<file path="src/rtl/calc_disp_pkg.sv">
// -----------------------------------------------------------------------------
// calc_disp_pkg
// Shared definitions for the calculator result display path:
//   - conversion FSM state type
//   - BCD scratch width
//   - active-low seven-segment patterns ({g,f,e,d,c,b,a}) for digits,
//     blank and minus
// No ports (package).
// -----------------------------------------------------------------------------
package calc_disp_pkg;

    typedef enum logic [1:0] {
        ST_IDLE   = 2'd0,
        ST_SHIFT  = 2'd1,
        ST_COMMIT = 2'd2
    } state_t;

    // Three BCD nibbles cover the largest magnitude, 255.
    localparam int BCD_W = 12;

    localparam logic [6:0] SEG_BLANK = 7'h7F;
    localparam logic [6:0] SEG_MINUS = 7'h3F;

    localparam logic [6:0] SEG_D0 = 7'h40;
    localparam logic [6:0] SEG_D1 = 7'h79;
    localparam logic [6:0] SEG_D2 = 7'h24;
    localparam logic [6:0] SEG_D3 = 7'h30;
    localparam logic [6:0] SEG_D4 = 7'h19;
    localparam logic [6:0] SEG_D5 = 7'h12;
    localparam logic [6:0] SEG_D6 = 7'h02;
    localparam logic [6:0] SEG_D7 = 7'h78;
    localparam logic [6:0] SEG_D8 = 7'h00;
    localparam logic [6:0] SEG_D9 = 7'h10;

endpackage

</file>
<file path="src/rtl/seg_decode.sv">
// -----------------------------------------------------------------------------
// seg_decode
// Combinational BCD digit to active-low seven-segment pattern.
// Ports:
//   digit  in   4  BCD digit (0..9); codes above 9 render blank
//   blank  in   1  force the blank pattern
//   seg    out  7  segments {g,f,e,d,c,b,a}, active-low
// -----------------------------------------------------------------------------
module seg_decode
    import calc_disp_pkg::*;
(
    input  logic [3:0] digit,
    input  logic       blank,
    output logic [6:0] seg
);

    always_comb begin
        seg = SEG_BLANK;
        if (!blank) begin
            case (digit)
                4'd0:    seg = SEG_D0;
                4'd1:    seg = SEG_D1;
                4'd2:    seg = SEG_D2;
                4'd3:    seg = SEG_D3;
                4'd4:    seg = SEG_D4;
                4'd5:    seg = SEG_D5;
                4'd6:    seg = SEG_D6;
                4'd7:    seg = SEG_D7;
                4'd8:    seg = SEG_D8;
                4'd9:    seg = SEG_D9;
                default: seg = SEG_BLANK;
            endcase
        end
    end

endmodule

</file>
<file path="src/rtl/result_display_scan.sv">
// -----------------------------------------------------------------------------
// result_display_scan
// Converts the stored 8-bit calculator result to BCD with a sequential
// shift-add-3 engine and scans it onto a 4-digit common-anode display.
// Digit 3 carries an optional minus sign; leading zeros are blanked.
// Ports:
//   in_CLK     in   1  system clock
//   in_RST     in   1  synchronous active-high reset
//   in_VALUE   in   8  result word
//   in_LOAD    in   1  capture in_VALUE and start conversion (ignored when busy)
//   in_SIGNED  in   1  treat in_VALUE as two's complement (sampled with load)
//   out_SEG    out  7  segments {g,f,e,d,c,b,a}, active-low, registered
//   out_AN     out  4  anodes, active-low one-hot, bit 0 = ones, registered
//   out_BUSY   out  1  conversion in progress
//   out_DONE   out  1  one-cycle pulse as new digits are committed
// -----------------------------------------------------------------------------
module result_display_scan
    import calc_disp_pkg::*;
#(
    parameter int REFRESH_DIV = 50000,
    parameter int CNT_W       = 16
) (
    input  logic       in_CLK,
    input  logic       in_RST,
    input  logic [7:0] in_VALUE,
    input  logic       in_LOAD,
    input  logic       in_SIGNED,
    output logic [6:0] out_SEG,
    output logic [3:0] out_AN,
    output logic       out_BUSY,
    output logic       out_DONE
);

    state_t           state;
    logic [2:0]       iter;
    logic [7:0]       mag;
    logic             sign_cap;
    logic [BCD_W-1:0] scratch;
    logic [BCD_W-1:0] scratch_adj;

    logic [BCD_W-1:0] disp_bcd;
    logic             disp_neg;
    logic             disp_valid;

    logic [CNT_W-1:0] refresh_cnt;
    logic [1:0]       digit_idx;

    logic             commit;
    logic [BCD_W-1:0] view_bcd;
    logic             view_neg;
    logic             view_valid;
    logic [3:0]       dec_digit;
    logic             dec_blank;
    logic [6:0]       dec_seg;
    logic [6:0]       seg_next;

    assign commit   = (state == ST_COMMIT);
    assign out_BUSY = (state != ST_IDLE);
    assign out_DONE = commit;

    // Add-3 correction on every nibble that would overflow past 9 when doubled.
    always_comb begin
        scratch_adj = scratch;
        for (int i = 0; i < 3; i++) begin
            if (scratch[4*i +: 4] >= 4'd5)
                scratch_adj[4*i +: 4] = scratch[4*i +: 4] + 4'd3;
        end
    end

    // Control: conversion FSM and committed digit registers.
    always_ff @(posedge in_CLK) begin
        if (in_RST) begin
            state      <= ST_IDLE;
            iter       <= '0;
            disp_bcd   <= '0;
            disp_neg   <= 1'b0;
            disp_valid <= 1'b0;
        end else begin
            case (state)
                ST_IDLE: begin
                    if (in_LOAD) begin
                        state <= ST_SHIFT;
                        iter  <= '0;
                    end
                end
                ST_SHIFT: begin
                    iter <= iter + 3'd1;
                    if (iter == 3'd7)
                        state <= ST_COMMIT;
                end
                ST_COMMIT: begin
                    disp_bcd   <= scratch;
                    disp_neg   <= sign_cap;
                    disp_valid <= 1'b1;
                    state      <= ST_IDLE;
                end
                default: state <= ST_IDLE;
            endcase
        end
    end

    // Datapath: magnitude/sign capture and the double-dabble shift register.
    // Negation in 8 bits is exact for 0x80 (gives 128 unsigned).
    always_ff @(posedge in_CLK) begin
        if (state == ST_IDLE && in_LOAD) begin
            if (in_SIGNED && in_VALUE[7]) begin
                mag      <= ~in_VALUE + 8'd1;
                sign_cap <= 1'b1;
            end else begin
                mag      <= in_VALUE;
                sign_cap <= 1'b0;
            end
            scratch <= '0;
        end else if (state == ST_SHIFT) begin
            {scratch, mag} <= {scratch_adj, mag} << 1;
        end
    end

    // During the commit cycle the output register reads the freshly converted
    // digits directly, so the new value appears on the same edge that commits it.
    assign view_bcd   = commit ? scratch  : disp_bcd;
    assign view_neg   = commit ? sign_cap : disp_neg;
    assign view_valid = commit | disp_valid;

    always_comb begin
        dec_digit = view_bcd[3:0];
        dec_blank = 1'b0;
        case (digit_idx)
            2'd0: begin
                dec_digit = view_bcd[3:0];
                dec_blank = 1'b0;
            end
            2'd1: begin
                dec_digit = view_bcd[7:4];
                dec_blank = (view_bcd[11:4] == 8'd0);
            end
            2'd2: begin
                dec_digit = view_bcd[11:8];
                dec_blank = (view_bcd[11:8] == 4'd0);
            end
            default: begin
                dec_digit = 4'd0;
                dec_blank = 1'b1;
            end
        endcase
    end

    seg_decode u_seg_decode (
        .digit (dec_digit),
        .blank (dec_blank),
        .seg   (dec_seg)
    );

    assign seg_next = (digit_idx == 2'd3) ? (view_neg ? SEG_MINUS : SEG_BLANK)
                                          : dec_seg;

    // Scan: free-running refresh counter, digit index and registered outputs.
    always_ff @(posedge in_CLK) begin
        if (in_RST) begin
            refresh_cnt <= '0;
            digit_idx   <= 2'd0;
            out_AN      <= 4'b1111;
            out_SEG     <= SEG_BLANK;
        end else begin
            if (refresh_cnt == CNT_W'(REFRESH_DIV - 1)) begin
                refresh_cnt <= '0;
                digit_idx   <= digit_idx + 2'd1;
            end else begin
                refresh_cnt <= refresh_cnt + CNT_W'(1);
            end

            if (view_valid) begin
                out_AN  <= ~(4'b0001 << digit_idx);
                out_SEG <= seg_next;
            end else begin
                out_AN  <= 4'b1111;
                out_SEG <= SEG_BLANK;
            end
        end
    end

endmodule

</file>
<file path="config.mk">
export PLATFORM = sky130hd
export DESIGN_NAME = result_display_scan
export DESIGN_NICKNAME = d
export VERILOG_FILES = /design/src/rtl/calc_disp_pkg.sv /design/src/rtl/seg_decode.sv /design/src/rtl/result_display_scan.sv
export SDC_FILE = /design/constraint.sdc
export NUM_CORES = 1
export LEC_CHECK = 0
export ABC_AREA = 1
export CAP_MARGIN = 20
export CORE_UTILIZATION = 55
export CTS_CLUSTER_DIAMETER = 40
export DETAILED_ROUTE_END_ITERATION = 8
export MAX_ROUTING_LAYER = met4
export PLACE_DENSITY = 0.85
export SYNTH_ARGS = -nofsm -noshare
export SYNTH_HDL_FRONTEND = slang
export SYNTH_SLANG_ARGS = --single-unit
</file>
<file path="constraint.sdc">
create_clock -name in_CLK -period 2.4 [get_ports in_CLK]
set_clock_uncertainty 0.05 [all_clocks]
set_input_delay 0.6 -clock in_CLK [delete_from_list [all_inputs] [get_ports in_CLK]]
set_output_delay 0.6 -clock in_CLK [all_outputs]
set_load 0.1 [all_outputs]
</file>
# Yosys cells after proc, flatten, opt, wreduce, memory -nomap -nowiden
# Memory sizes are Yosys's and may differ from the RTL's.
# Index checks and enable logic that the tools add are counted.
[totals]
regBits = 69
rom_bits = 112
mem_count = 1
[mem_list]
columns = ["memory", "words", "word_bits", "rd", "rd_clocked_by_memory_dff", "wr", "line", "rtl"]
rows = [
  ["(name not given)", 16, 7, 1, 0, 0, "seg_decode.sv:20", "case (digit)"],
]
[op_classes]
n_addsub = 7
magnitude_cmp = 3
eq_ne = 9
n_shift = 1
muxes = 19
bitwise = 4
reduce_logical = 13
[ops]
columns = ["operator", "n"]
rows = [
  ["$mux W8", 3],
  ["$mux W7", 3],
  ["$add A16 B1 Y16 const B", 1],
  ["$eq A16 B16 Y1 const B", 1],
  ["$ge A4 B3 Y1 const B", 3],
  ["$mux W12", 1],
  ["$pmux W4 S3", 1],
  ["$add A4 B2 Y4 const B", 2],
  ["$add A8 B1 Y8 const B", 1],
  ["$logic_not A8 Y1", 1],
  ["$mux W4", 2],
  ["$not A8 Y8", 1],
  ["$eq A2 B2 Y1 const B", 3],
  ["$mux W3", 2],
  ["$pmux W3 S2", 1],
  ["$reduce_bool A2 Y1", 3],
  ["$eq A2 B1 Y1 const B", 2],
  ["$logic_not A2 Y1", 2],
  ["$logic_not A4 Y1", 1],
  ["$mux W2", 2],
  ["$ne A2 B2 Y1 const B", 2],
  ["$not A4 Y4", 1],
  ["$pmux W2 S2", 1],
  ["$reduce_and A2 Y1", 2],
  ["other kinds (11)", 14],
]

# Logic depth before layout (Yosys ltp)
[logic_depth]
word_depth = 6
depth_mapped = 15
depth_no_buf = 15

# By module
# From an unflattened synthesis, not the netlist that was laid out.
[unflattened]
hier_cells = 475
hier_area_um2 = 3520.9
[modules_own_cells]
columns = ["module", "instances", "cells_each", "area_per_inst_um2"]
rows = [
  ["result_display_scan", 1, 438, 3311.9],
  ["seg_decode", 1, 37, 209.0],
]

# Worst setup path after synthesis
# Ideal clock, no wire load.
[synth_path]
path_type = "register to register"
startpoint = "register state[1]"
endpoint = "register out_SEG[3]"
setup_ns = 0.123
arrival_time_ns = 2.494
required_time_ns = 2.227
setup_slack_ns = -0.268
stages_incl_launch_ff = 12
path_cell_list = "dfxtp_1 -> inv_1 -> nor2_2 -> nand2_1 -> nand3_1 -> nand3_1 -> nand2_1 -> inv_1 -> ha_1 -> or2_1 -> nand3_1 -> nand3_1"
[synth_between]
elab_chain_len = 6
elab_cells_between_ends = 12
classes_between = "eq/ne (1); mux (5); bitwise (2); reduce/logical (3); memory (1)"
[synth_rtl]
columns = ["item", "line", "rtl"]
rows = [
  ["start: declaration", "result_display_scan.sv:34", "state_t state;"],
  ["start signal: assignment", "result_display_scan.sv:73", "state <= ST_IDLE;"],
  ["start signal: assignment", "result_display_scan.sv:82", "state <= ST_SHIFT;"],
  ["start signal: assignment", "result_display_scan.sv:89", "state <= ST_COMMIT;"],
  ["$eq A2 B2 Y1 (*)", "result_display_scan.sv:57", "assign commit = (state == ST_COMMIT);"],
  ["via out_DONE", "result_display_scan.sv:31", "output logic out_DONE"],
  ["$mux W12", "-", ""],
  ["$pmux W4 S3 (tied with other cells)", "result_display_scan.sv:128", "case (digit_idx)"],
  ["$mem_v2 Z16 W7 or $pmux W1 S3 (tied branches)", "-", ""],
  ["$mux W7", "seg_decode.sv:19", "if (!blank) begin"],
  ["$mux W7", "result_display_scan.sv:154", "assign seg_next = (digit_idx == 2'd3) ? (view_neg ? SEG_MINUS : SEG_BLANK)"],
  ["end signal: assignment", "result_display_scan.sv:174", "out_SEG <= seg_next;"],
  ["end: declaration", "result_display_scan.sv:28", "output logic [6:0] out_SEG,"],
]
# The timed path passes the listed nets; every way through them passes the cells marked *.
# A chain may end at the register's enable or synchronous reset.

# Worst setup path in the final report
[layout_path]
startpoint = "register state[0]"
endpoint = "register out_SEG[6]"
[layout_between]
elab_chain_len = 6
elab_cells_between_ends = 14
classes_between = "eq/ne (1); mux (7); bitwise (2); reduce/logical (3); memory (1)"
[layout_rtl]
columns = ["item", "line"]
rows = [
  ["$eq A2 B2 Y1 (*)", "result_display_scan.sv:57"],
  ["$mux W12", "-"],
  ["$pmux W4 S3 (tied with other cells)", "result_display_scan.sv:128"],
  ["$mem_v2 Z16 W7 or $pmux W1 S3 (tied branches)", "-"],
  ["$mux W7", "seg_decode.sv:19"],
  ["$mux W7", "result_display_scan.sv:154"],
]
# Every way passes the cells marked *; elsewhere a longest branch is shown, timed or not.

==> flow_metrics.py <==
metrics = {
    "worst_setup_path": {
        "cp_slowest_stage_delay_ns": 0.40,
        "cp.required_ns": 2.59,
        "worst_setup_path_end_kind": "flop",
        "cp_cell_sequence": "inv_2 -> nand2_4 -> nand2_1 -> o211ai_1 -> nand3_1 -> nand2_1 -> inv_1 -> ha_1 -> inv_1 -> nand3_1 -> nand2_1 -> nor2_1 -> nor2_1 -> nor2_1",
        "r2r_end": "out_SEG[6]",
        "cp_top_family": "simple AND/OR/NAND/NOR gates",
        "startpoint_type": "flop",
        "reg2reg_depth": 14,
        "rrSetupSlack_ns": 0.25,
        "path_class": "reg2reg",
        "worstReg2RegStart": "state[0]",
        "worstPathArrival_ns": 2.33,
        "crit_fanout": 18,
        "slowest_stage": "dfxtp_1",
        "critPathBufInv": 3,
    },
    "synth": {
        "yosys.area_share.adder_pct": 6.95,
        "synth_ff_type": "dfxtp_1",
        "synth_top_family_by_area": "simple AND/OR/NAND/NOR gates",
        "ys_warn_count": 0,
        "synth_edf_count": 9,
        "synth_mux_area_share_pct": 0.293,
        "synth.distinct_cells": 34,
        "syn_avg_cell_area_sq_um": 7.56,
        "yosysSeqAreaShare_pct": 43.0,
        "synth_xor_area_share_pct": 2.56,
        "synth-compound-area-share_pct": 10.8,
        "synth_nets": 483,
        "ys_async_sr_fraction_pct": 0,
        "netlist_instances": 452,
        "ys_ff_latch": 69,
        "synthSimpleGateAreaFrac_pct": 27.2,
        "mappedNetlistArea_sq_um": 3420,
    },
    "flow_run": {
        "cap_violations": 0,
    },
    "final_layout": {
        "multi_input_comb_area_sq_um": 1640,
        "finalNonFillerCells": 564,
        "layout_common_cells": "nand2_1, inv_1, dfxtp_1",
        "layout_commonest_cell": "nand2_1",
        "fin_nets": 515,
        "regArea_sq_um": 1470,
        "drive_gt1_share_pct": 10.6,
        "design_area_sq_um": 3950,
        "syn_to_final_growth_pct": 15.4,
        "fill_cells": 515,
        "n_antenna_cell": 0,
    },
    "power_and_ir_drop": {
        "power_mw": 2.40,
        "ir_worst_vdd_uv": 366,
        "powerDensity_nw_per_um2": 609,
        "p_leak_nw": 1.72,
    },
    "clock_network": {
        "cts.clk_slew.worst_paths_ns": 0.07,
        "cts-root-buf": "clkbuf_8",
        "h-tree-depth": 3,
        "numClockSinks": 69,
        "cts_tree": "yes",
        "postCtsSetupBuffers": 0,
        "cts-resized-gates": 0,
        "holdBufCountCts": 0,
        "clock_latency_ns": 0.35,
        "cts-buffers-inserted": 9,
        "clockBufferDepth": 2,
    },
    "die": {
        "core_sq_um": 5960,
        "io_pins": 25,
        "die_x_um": 80.8,
        "die_h_um": 80.8,
        "rows": 28,
        "initial_utilization_pct": 57.4,
        "die_area_sq_um": 6530,
    },
    "placement": {
        "dp_hpwl_um": 4930,
        "gp_congestion": 0.847,
        "port_buffers": 24,
        "dpl_cell_area_sq_um": 3740,
        "placed_cells": 548,
    },
    "sta": {
        "fin_crit_ns": 2.15,
        "hold_viol_final": 0,
        "worst_slew_pin_slew_ns": 0.510,
        "slew_headroom_pct": 65.9,
        "timing.final.crit_share_pct": 89.4,
        "tns_ns": 0,
        "slew_violations": 0,
        "fmax_mhz": 466,
        "setup_viol": 0,
        "rsz0062_at_grt": "no",
    },
    "global_routing": {
        "busiest_layer": "met2",
        "grt_pass1_wl_um": 11400,
        "overflow": 0,
        "use_met3_pct": 4.94,
        "track_usage_pct": 23.6,
        "grt_max_degree": 19,
        "grt_util_met1_pct": 27.7,
        "met2_usage_pct": 39.3,
        "antenna_found_initial": 0,
        "grt_pass1_vias": 2624,
    },
    "route": {
        "drc_errors": 0,
        "drt_pass1_iterations": 5,
        "ant_nets": 0,
        "num_vias": 2921,
        "drt-total-wl_um": 6780,
        "drtIter0Drc": 156,
        "route.detailed.wl_per_inst_um": 12.0,
        "avgViaCountPerCell": 5.18,
    },
    "worst_hold_path": {
        "hp-class": "reg2reg",
        "min_from": "refresh_cnt[0]",
        "whs_path_depth": 1,
        "holdPathEnd": "refresh_cnt[0]",
    },
    "status": {
        "run_status": "finished, final reports clean",
    },
}
[metal layers]
layer / up-vias / wire length (um)
met3: 12 / 231
met2: 51 / 3350
met1: 1341 / 3100
met5: - / 0
met4: 0 / 94
li1: 1517 / -
[worst max path at each step]
| stage | start | end | depth (start not counted) | slack (ns) |
|---|---|---|---|---|
| 3_3_place_gp | in_VALUE[1] | mag[6] | 8 | 0.14 |
| 2_1_floorplan | state[1] | out_SEG[3] | 11 | 0.07 |
| 4_1_cts | state[0] | out_SEG[3] | 11 | 0.26 |
| 6_report | state[0] | out_SEG[6] | 14 | 0.25 |
| 5_1_grt | state[0] | out_SEG[6] | 14 | 0.03 |
| 3_5_place_dp | in_VALUE[1] | mag[6] | 8 | -0.05 |
[synth_stat cells, types with 2 or more instances]
master | instances | area, sq um
a21oi_1 | 25 | 125
buf_2 | 4 | 20.0
buf_6 | 3 | 33.8
dfxtp_1 | 60 | 1200
edfxtp_1 | 9 | 270
ha_1 | 19 | 238
inv_1 | 63 | 236
inv_2 | 2 | 7.51
nand2_1 | 91 | 342
nand2_2 | 3 | 18.8
nand3_1 | 42 | 210
nand3_2 | 5 | 50.1
nand3b_1 | 2 | 15.0
nand4_1 | 2 | 12.5
nor2_1 | 43 | 161
nor2_2 | 2 | 12.5
nor3_1 | 8 | 40.0
o211ai_1 | 4 | 30.0
o21ai_0 | 38 | 190
o21ai_1 | 3 | 15.0
or2_2 | 3 | 18.8
xnor2_1 | 3 | 26.3
xor2_1 | 7 | 61.3
[stage by stage]
stage / utilization (%) / setup slack, ns / hold WS [ns]
after global routing: 66.2 / 0.0336 / 0.440
after floorplan: - / 0.0730 / 0.367
final: 66.2 / 0.254 / 0.404
after global placement: 62.8 / 0.139 / 0.381
after CTS: 66.2 / 0.259 / 0.408
after detailed placement: 62.8 / -0.0477 / 0.395
[state kept, by name, summed over array words and instances, names as in the netlist]
signal       cells
sign_cap         1
digit_idx        2
out_SEG          7
out_AN           4
disp_neg         1
disp_valid       1
state            2
iter             3
scratch         12
disp_bcd        12
refresh_cnt     16
mag              8
[cell families after synthesis]
logic type	after synthesis
xor+xnor	10
buf+inv	75
mux	1
flops	69
compound gates	71
simple gates	207
fa+ha+maj	19
[cell type report]
cell class                      instances  area share (%)
Clock buffer                           12            3.93
Inverter                               66            6.28
Clock inverter                          4            1.21
Timing Repair Buffer                   30            7.36
Sequential cell                        69            37.3
Tap cell                               75            2.38
Multi-Input combinational cell        308            41.5
[power breakdown]
group | internal (mW) | switching, mW | leakage [nW]
clock network | 0.534 | 0.438 | 0.102
logic | 0.0746 | 0.119 | 1.04
registers | 1.21 | 0.0233 | 0.575
total | 1.82 | 0.580 | 1.72
No activity file was read; power rests on OpenSTA's default activity.
